[src/rtl/reg_bus_arb_pkg.sv]
// rtl/reg_bus_arb_pkg.sv - shared types and constants for the register bus arbiter
// Contents: FSM state enum, master index constants, last_grant reset value,
// latency counter width.
package reg_bus_arb_pkg;

  typedef enum logic [1:0] {
    IDLE  = 2'd0,
    ISSUE = 2'd1,
    WAIT  = 2'd2,
    DONE  = 2'd3
  } arb_state_t;

  localparam logic M0 = 1'b0;
  localparam logic M1 = 1'b1;

  // Pretending m1 went last lets m0 win the first tie after reset.
  localparam logic LAST_GRANT_RST = M1;

  localparam int LAT_CNT_W = 3;

endpackage

[src/rtl/rr_arb2.sv]
// rtl/rr_arb2.sv - combinational two-way round-robin pick
// Ports:
//   req0, req1  in   request lines of master 0 / master 1
//   last_grant  in   index of the master served most recently
//   grant       out  picked master index (meaningful when valid)
//   valid       out  at least one request is present
module rr_arb2
  import reg_bus_arb_pkg::*;
(
  input  logic req0,
  input  logic req1,
  input  logic last_grant,
  output logic grant,
  output logic valid
);

  always_comb begin
    valid = req0 | req1;
    grant = M0;
    if (req0 && req1) begin
      // Tie: hand the bus to whichever master did not go last.
      grant = (last_grant == M0) ? M1 : M0;
    end else if (req1) begin
      grant = M1;
    end
  end

endmodule

[src/rtl/reg_bus_arbiter.sv]
// rtl/reg_bus_arbiter.sv - two-master round-robin arbiter for the register slave port
// Ports:
//   clk, rst                       clock, synchronous active-high reset
//   m0_req/m0_wr/m0_addr/m0_wrdata master 0 request (held until m0_ack)
//   m0_ack, m0_rddata              master 0 one-cycle ack, read data (held)
//   m1_*                           same for master 1
//   slave_addr/slave_wr/slave_rd/slave_wrdata  registered slave strobes
//   slave_rddata                   slave read data, valid RD_LAT cycles after slave_rd
module reg_bus_arbiter
  import reg_bus_arb_pkg::*;
#(
  parameter int ADDR_W = 4,
  parameter int DATA_W = 32,
  parameter int RD_LAT = 1
) (
  input  logic              clk,
  input  logic              rst,
  input  logic              m0_req,
  input  logic              m0_wr,
  input  logic [ADDR_W-1:0] m0_addr,
  input  logic [DATA_W-1:0] m0_wrdata,
  output logic              m0_ack,
  output logic [DATA_W-1:0] m0_rddata,
  input  logic              m1_req,
  input  logic              m1_wr,
  input  logic [ADDR_W-1:0] m1_addr,
  input  logic [DATA_W-1:0] m1_wrdata,
  output logic              m1_ack,
  output logic [DATA_W-1:0] m1_rddata,
  output logic [ADDR_W-1:0] slave_addr,
  output logic              slave_wr,
  output logic              slave_rd,
  output logic [DATA_W-1:0] slave_wrdata,
  input  logic [DATA_W-1:0] slave_rddata
);

  localparam logic [LAT_CNT_W-1:0] LAT_RELOAD = LAT_CNT_W'(RD_LAT - 1);

  arb_state_t            state, state_nxt;
  logic                  grant_idx, grant_nxt;
  logic                  last_grant, last_grant_nxt;
  logic                  wr_q, wr_nxt;
  logic [LAT_CNT_W-1:0]  lat_cnt, lat_nxt;
  logic [ADDR_W-1:0]     addr_nxt;
  logic [DATA_W-1:0]     wrdata_nxt;
  logic                  slave_wr_nxt, slave_rd_nxt;
  logic                  m0_ack_nxt, m1_ack_nxt;
  logic [DATA_W-1:0]     m0_rddata_nxt, m1_rddata_nxt;
  logic                  pick_grant, pick_valid;

  rr_arb2 u_rr_arb2 (
    .req0       (m0_req),
    .req1       (m1_req),
    .last_grant (last_grant),
    .grant      (pick_grant),
    .valid      (pick_valid)
  );

  always_ff @(posedge clk) begin
    if (rst) begin
      state        <= IDLE;
      grant_idx    <= M0;
      last_grant   <= LAST_GRANT_RST;
      wr_q         <= 1'b0;
      lat_cnt      <= '0;
      slave_addr   <= '0;
      slave_wrdata <= '0;
      slave_wr     <= 1'b0;
      slave_rd     <= 1'b0;
      m0_ack       <= 1'b0;
      m1_ack       <= 1'b0;
      m0_rddata    <= '0;
      m1_rddata    <= '0;
    end else begin
      state        <= state_nxt;
      grant_idx    <= grant_nxt;
      last_grant   <= last_grant_nxt;
      wr_q         <= wr_nxt;
      lat_cnt      <= lat_nxt;
      slave_addr   <= addr_nxt;
      slave_wrdata <= wrdata_nxt;
      slave_wr     <= slave_wr_nxt;
      slave_rd     <= slave_rd_nxt;
      m0_ack       <= m0_ack_nxt;
      m1_ack       <= m1_ack_nxt;
      m0_rddata    <= m0_rddata_nxt;
      m1_rddata    <= m1_rddata_nxt;
    end
  end

  // Every output is a register; this block computes the value each one
  // takes in the next cycle. Strobes and acks default low so they pulse.
  always_comb begin
    state_nxt      = state;
    grant_nxt      = grant_idx;
    last_grant_nxt = last_grant;
    wr_nxt         = wr_q;
    lat_nxt        = lat_cnt;
    addr_nxt       = slave_addr;
    wrdata_nxt     = slave_wrdata;
    slave_wr_nxt   = 1'b0;
    slave_rd_nxt   = 1'b0;
    m0_ack_nxt     = 1'b0;
    m1_ack_nxt     = 1'b0;
    m0_rddata_nxt  = m0_rddata;
    m1_rddata_nxt  = m1_rddata;

    case (state)
      IDLE: begin
        if (pick_valid) begin
          grant_nxt = pick_grant;
          if (pick_grant == M0) begin
            addr_nxt   = m0_addr;
            wrdata_nxt = m0_wrdata;
            wr_nxt     = m0_wr;
          end else begin
            addr_nxt   = m1_addr;
            wrdata_nxt = m1_wrdata;
            wr_nxt     = m1_wr;
          end
          // Strobe is registered here so it is high exactly during ISSUE.
          slave_wr_nxt = wr_nxt;
          slave_rd_nxt = !wr_nxt;
          state_nxt    = ISSUE;
        end
      end

      ISSUE: begin
        if (wr_q) begin
          m0_ack_nxt = (grant_idx == M0);
          m1_ack_nxt = (grant_idx == M1);
          state_nxt  = DONE;
        end else begin
          lat_nxt   = LAT_RELOAD;
          state_nxt = WAIT;
        end
      end

      WAIT: begin
        if (lat_cnt == '0) begin
          // slave_rddata is valid in this cycle only; earlier values are ignored.
          if (grant_idx == M0) begin
            m0_rddata_nxt = slave_rddata;
            m0_ack_nxt    = 1'b1;
          end else begin
            m1_rddata_nxt = slave_rddata;
            m1_ack_nxt    = 1'b1;
          end
          state_nxt = DONE;
        end else begin
          lat_nxt = lat_cnt - 1'b1;
        end
      end

      DONE: begin
        last_grant_nxt = grant_idx;
        state_nxt      = IDLE;
      end

      default: begin
        state_nxt = IDLE;
      end
    endcase
  end

endmodule
[config.mk]
export PLATFORM = sky130hd
export DESIGN_NAME = reg_bus_arbiter
export DESIGN_NICKNAME = d
export VERILOG_FILES = /design/src/rtl/reg_bus_arb_pkg.sv /design/src/rtl/rr_arb2.sv /design/src/rtl/reg_bus_arbiter.sv
export SDC_FILE = /design/constraint.sdc
export NUM_CORES = 1
export LEC_CHECK = 0
export ABC_AREA = 1
export CORE_ASPECT_RATIO = 1.5
export CORE_MARGIN = 3
export CORE_UTILIZATION = 38
export DETAILED_ROUTE_END_ITERATION = 10
export PLACE_DENSITY = 0.77
export SETUP_SLACK_MARGIN = 0.2
export SYNTH_ARGS = -nofsm -noshare
export SYNTH_HDL_FRONTEND = slang
export SYNTH_SLANG_ARGS = --single-unit
[constraint.sdc]
create_clock -name clk -period 1.42 [get_ports clk]
set_input_delay 0.142 -clock clk [delete_from_list [all_inputs] [get_ports clk]]
set_output_delay 0.142 -clock clk [all_outputs]
set_load 0.03 [all_outputs]
==> load_flow_metrics.sql, run 1 <==
INSERT INTO impl_metrics (metric_group, metric, value, unit) VALUES
('layout', 'nets', '1042', ''),
('timing', 'final.min_clock_period', '1.507', 'ns'),
('routing', 'vias', '5189', ''),
('setup_path', 'cp.arrival', '1.78', 'ns'),
('synthesis', 'yosys_warnings', '0', ''),
('hold_path', 'whs_endpoint', 'm1_rddata[19]$_SDFFE_PP0P_', ''),
('clocking', 'cts.sink_count', '112', ''),
('timing', 'timing_hold_violations_final', '0', ''),
('clocking', 'cts_tree', 'built', ''),
('power_and_ir_drop', 'totalPowerFinal', '16100', 'uW'),
('floorplanning', 'initial_core_util', '0.3925', ''),
('grt', 'grt_antenna_before_repair', '0', ''),
('setup_path', 'cpMaxStageDelayCell', 'dfxtp_4', ''),
('routing', 'initialDrtViolationCount', '122', ''),
('grt', 'grt_start_max_net_pins', '49', ''),
('layout', 'layout.cells.most_common_list', 'nor2_1 (142), clkdlybuf4s50_1 (109), nand2_1 (108), dfxtp_1 (108), clkbuf_2 (67)', ''),
('clocking', 'cts.htree.levels', '3', ''),
('setup_path', 'crit_path_leading_delay_family', 'buffers and inverters', ''),
('synthesis', 'synth_top_cell_by_area', 'dfxtp_1', ''),
('synthesis', 'post_syn_area', '4741', 'um2'),
('layout', 'drive_above_1_share', '0.3746', ''),
('setup_path', 'worstPathRequired', '1.70', 'ns'),
('grt', 'gr-max-usage-layer', 'met2', ''),
('setup_path', 'timing.critical_path.from_type', 'register', ''),
('power_and_ir_drop', 'pwr_density_cell', '1872', 'nW/um2'),
('clocking', 'cts.hold.buffers_added', '0', ''),
('setup_path', 'cp.buffers_inverters', '4', ''),
('floorplanning', 'core.rowCount', '49', ''),
('layout', 'fin_util', '0.7122', ''),
('floorplanning', 'die_h', '142.8', 'um'),
('setup_path', 'worst_r2r_endpoint', 'm1_rddata[24]$_SDFFE_PP0P_', ''),
('synthesis', 'synth-adder-area-share', '0.02111', ''),
('layout', 'ff_latch_area', '2252', 'um2'),
('clocking', 'cts_root_buffer', 'clkbuf_16', ''),
('grt', 'grt_util_met2', '0.4036', ''),
('hold_path', 'holdPathStages', '3', ''),
('placement', 'routabilityCongestion', '0.8079', ''),
('layout', 'multi_input_area', '2794', 'um2'),
('synthesis', 'post_synth_num_cell_types', '24', ''),
('clocking', 'cts-buffers-inserted', '9', ''),
('setup_path', 'worstReg2RegStart', 'state[1]$_SDFFE_PP0P_', ''),
('timing', 'timing.slew.headroom', '0.7799', ''),
('routing', 'aggregate_routed_wire_length', '16.93', 'mm'),
('synthesis', 'post_synth_inst_count', '677', ''),
('grt', 'global_routing_met3_resource_utilization', '0.05621', ''),
('synthesis', 'synth.ff_latch_count', '112', ''),
('synthesis', 'largest_family_of_logic_cells_by_synthesized_area', 'simple AND/OR/NAND/NOR gates', ''),
('hold_path', 'hold_path_startpoint', 'slave_rddata[19]', ''),
('grt', 'vias_in_the_first_global_route', '4933', ''),
('layout', 'fillerInstances', '897', ''),
('setup_path', 'worst-r2r-setup-slack', '-0.09', 'ns'),
('synthesis', 'synth_largest_type_area_fraction', '0.4729', ''),
('layout', 'diodes', '0', ''),
('grt', 'gr-total-overflow', '0', ''),
('floorplanning', 'ioPinCount', '214', ''),
('status', 'outcome', 'finished with violations', ''),
('status', 'violations', 'setup timing', ''),
('job', 'timing.max_cap.violations', '0', ''),
('timing', 'layout_setup_ws', '-0.08720', 'ns'),
('synthesis', 'synth_compound_gate_area_share', '0.1240', ''),
('layout', 'final_common_cell', 'nor2_1', ''),
('setup_path', 'cp_max_fo', '8', ''),
('routing', 'post_drt_via_cell_ratio', '4.796', ''),
('clocking', 'clk_latency', '0.35', 'ns'),
('floorplanning', 'floorplan.die_area', '13880', 'um2'),
('timing', 'achievable-frequency', '663.5', 'MHz'),
('timing', 'fin_worst_skew', '0.01229', 'ns'),
('power_and_ir_drop', 'power_leakage', '0.003757', 'uW'),
('timing', 'setup_violations', '40', ''),
('timing', 'slew_viol_final', '0', ''),
('setup_path', 'worst-setup-path-type', 'reg -> reg', '');
metrics by stage:
stage                     hold WS [ns]  cells  worst slack, ns  cell area [um2]  TNS, ns
after CTS                       0.3613   1070          0.04430             8190        0
after detailed placement        0.4541   1024         -0.07481             7171   -1.106
after floorplan                 0.2784    677           0.1744             4855        0
after global routing            0.3864   1082          -0.1328             8602   -5.691
after global placement          0.4502   1024         -0.03615             7171  -0.1918
final                           0.3923   1082         -0.08720             8602   -1.005
state kept, by name, summed over array words and instances (netlist names), 2 cells and up:
| register | count |
|---|---|
| slave_wrdata | 32 |
| slave_addr | 4 |
| lat_cnt | 3 |
| m1_rddata | 32 |
| m0_rddata | 32 |
| state | 2 |
kinds of logic (layout without fill, tap and decap cells):
kind of cell	count (synthesis)	in the layout
fa+ha+maj	8	8
compound gates	110	110
flops	112	112
buf+inv	93	345
simple gates	354	354
routing by layer:
layer | share of wire | vias up
li1 | - | 2594
met1 | 0.36 | 2352
met2 | 0.54 | 215
met3 | 0.070 | 28
met4 | 0.032 | 0
met5 | 0 | -
power by group:
group          leakage [uW]  switching [uW]  total, uW  internal, uW
combinational       0.00268            4730       8760          4040
sequential         0.000918             599       4550          3950
clock              0.000158            1220       2780          1570
total               0.00376            6540      16100          9560
Yosys cell counts:
| cell type | number |
|---|---|
| nor3_1 | 2 |
| inv_1 | 50 |
| nand3_2 | 1 |
| buf_2 | 11 |
| buf_1 | 1 |
| nor2_1 | 181 |
| o21ai_0 | 73 |
| nor3_4 | 1 |
| and3_1 | 1 |
| clkbuf_2 | 3 |
| a21oi_1 | 26 |
| clkbuf_1 | 17 |
| nand3b_1 | 1 |
| buf_6 | 6 |
| inv_2 | 4 |
| o21ai_1 | 1 |
| nand4_1 | 2 |
| nand2_1 | 149 |
| ha_1 | 8 |
| nand3_1 | 5 |
| a21oi_2 | 10 |
| dfxtp_1 | 112 |
| nand2_2 | 11 |
| buf_4 | 1 |
worst min-delay path, delay by kind of cell:
| kind | cells | cell delay [ns] |
|---|---|---|
| and+or+nand+nor | 1 | 0.08 |
| AOI/OAI and AO/OA | 1 | 0.04 |
| buffers and inverters | 1 | 0.44 |
area by class of cell:
| cell class | instances | area share |
|---|---|---|
| well taps | 153 | 0.02225 |
| repair buffers | 275 | 0.3261 |
| multi-input cells | 472 | 0.3248 |
| flip-flops and latches | 112 | 0.2618 |
| inverters | 54 | 0.02705 |
| clock inverters | 7 | 0.01178 |
| clock buffers | 9 | 0.02618 |
worst max-delay path by stage:
stage	start	end	slack (ns)	cells after the start
after floorplan	state[1]$_SDFFE_PP0P_	slave_addr[0]$_SDFFE_PP0P_	0.17	8
after global placement	m0_req	slave_addr[0]$_SDFFE_PP0P_	-0.04	9
after detailed placement	m0_req	slave_addr[0]$_SDFFE_PP0P_	-0.07	9
after CTS	lat_cnt[1]$_SDFFE_PP0P_	m0_rddata[30]$_SDFFE_PP0P_	0.04	10
after global routing	state[1]$_SDFFE_PP0P_	m1_rddata[24]$_SDFFE_PP0P_	-0.13	8
final	state[1]$_SDFFE_PP0P_	m1_rddata[24]$_SDFFE_PP0P_	-0.09	8
repair_timing:
action | 4_1_cts | 5_1_grt
gates cloned | 12 | 4
endpoints found under the hold margin | 0 | 0
setup endpoints to repair | 207 | 178
resized for setup | 293 | 277
pin swaps | 26 | 60
setup buffers | 18 | 8
Note: power is estimated with default switching activity, not from simulation.
==> run 2: changes to the inputs <==
--- a/config.mk
+++ b/config.mk
@@ -12,6 +12,7 @@
 export DETAILED_ROUTE_END_ITERATION = 10
 export PLACE_DENSITY = 0.77
 export SETUP_SLACK_MARGIN = 0.2
+export SLEW_MARGIN = 20
 export SYNTH_ARGS = -nofsm -noshare
 export SYNTH_HDL_FRONTEND = slang
 export SYNTH_SLANG_ARGS = --single-unit
==> results of run 2 <==
Same layout as run 1: the final DEF is identical, and so are final timing and power.
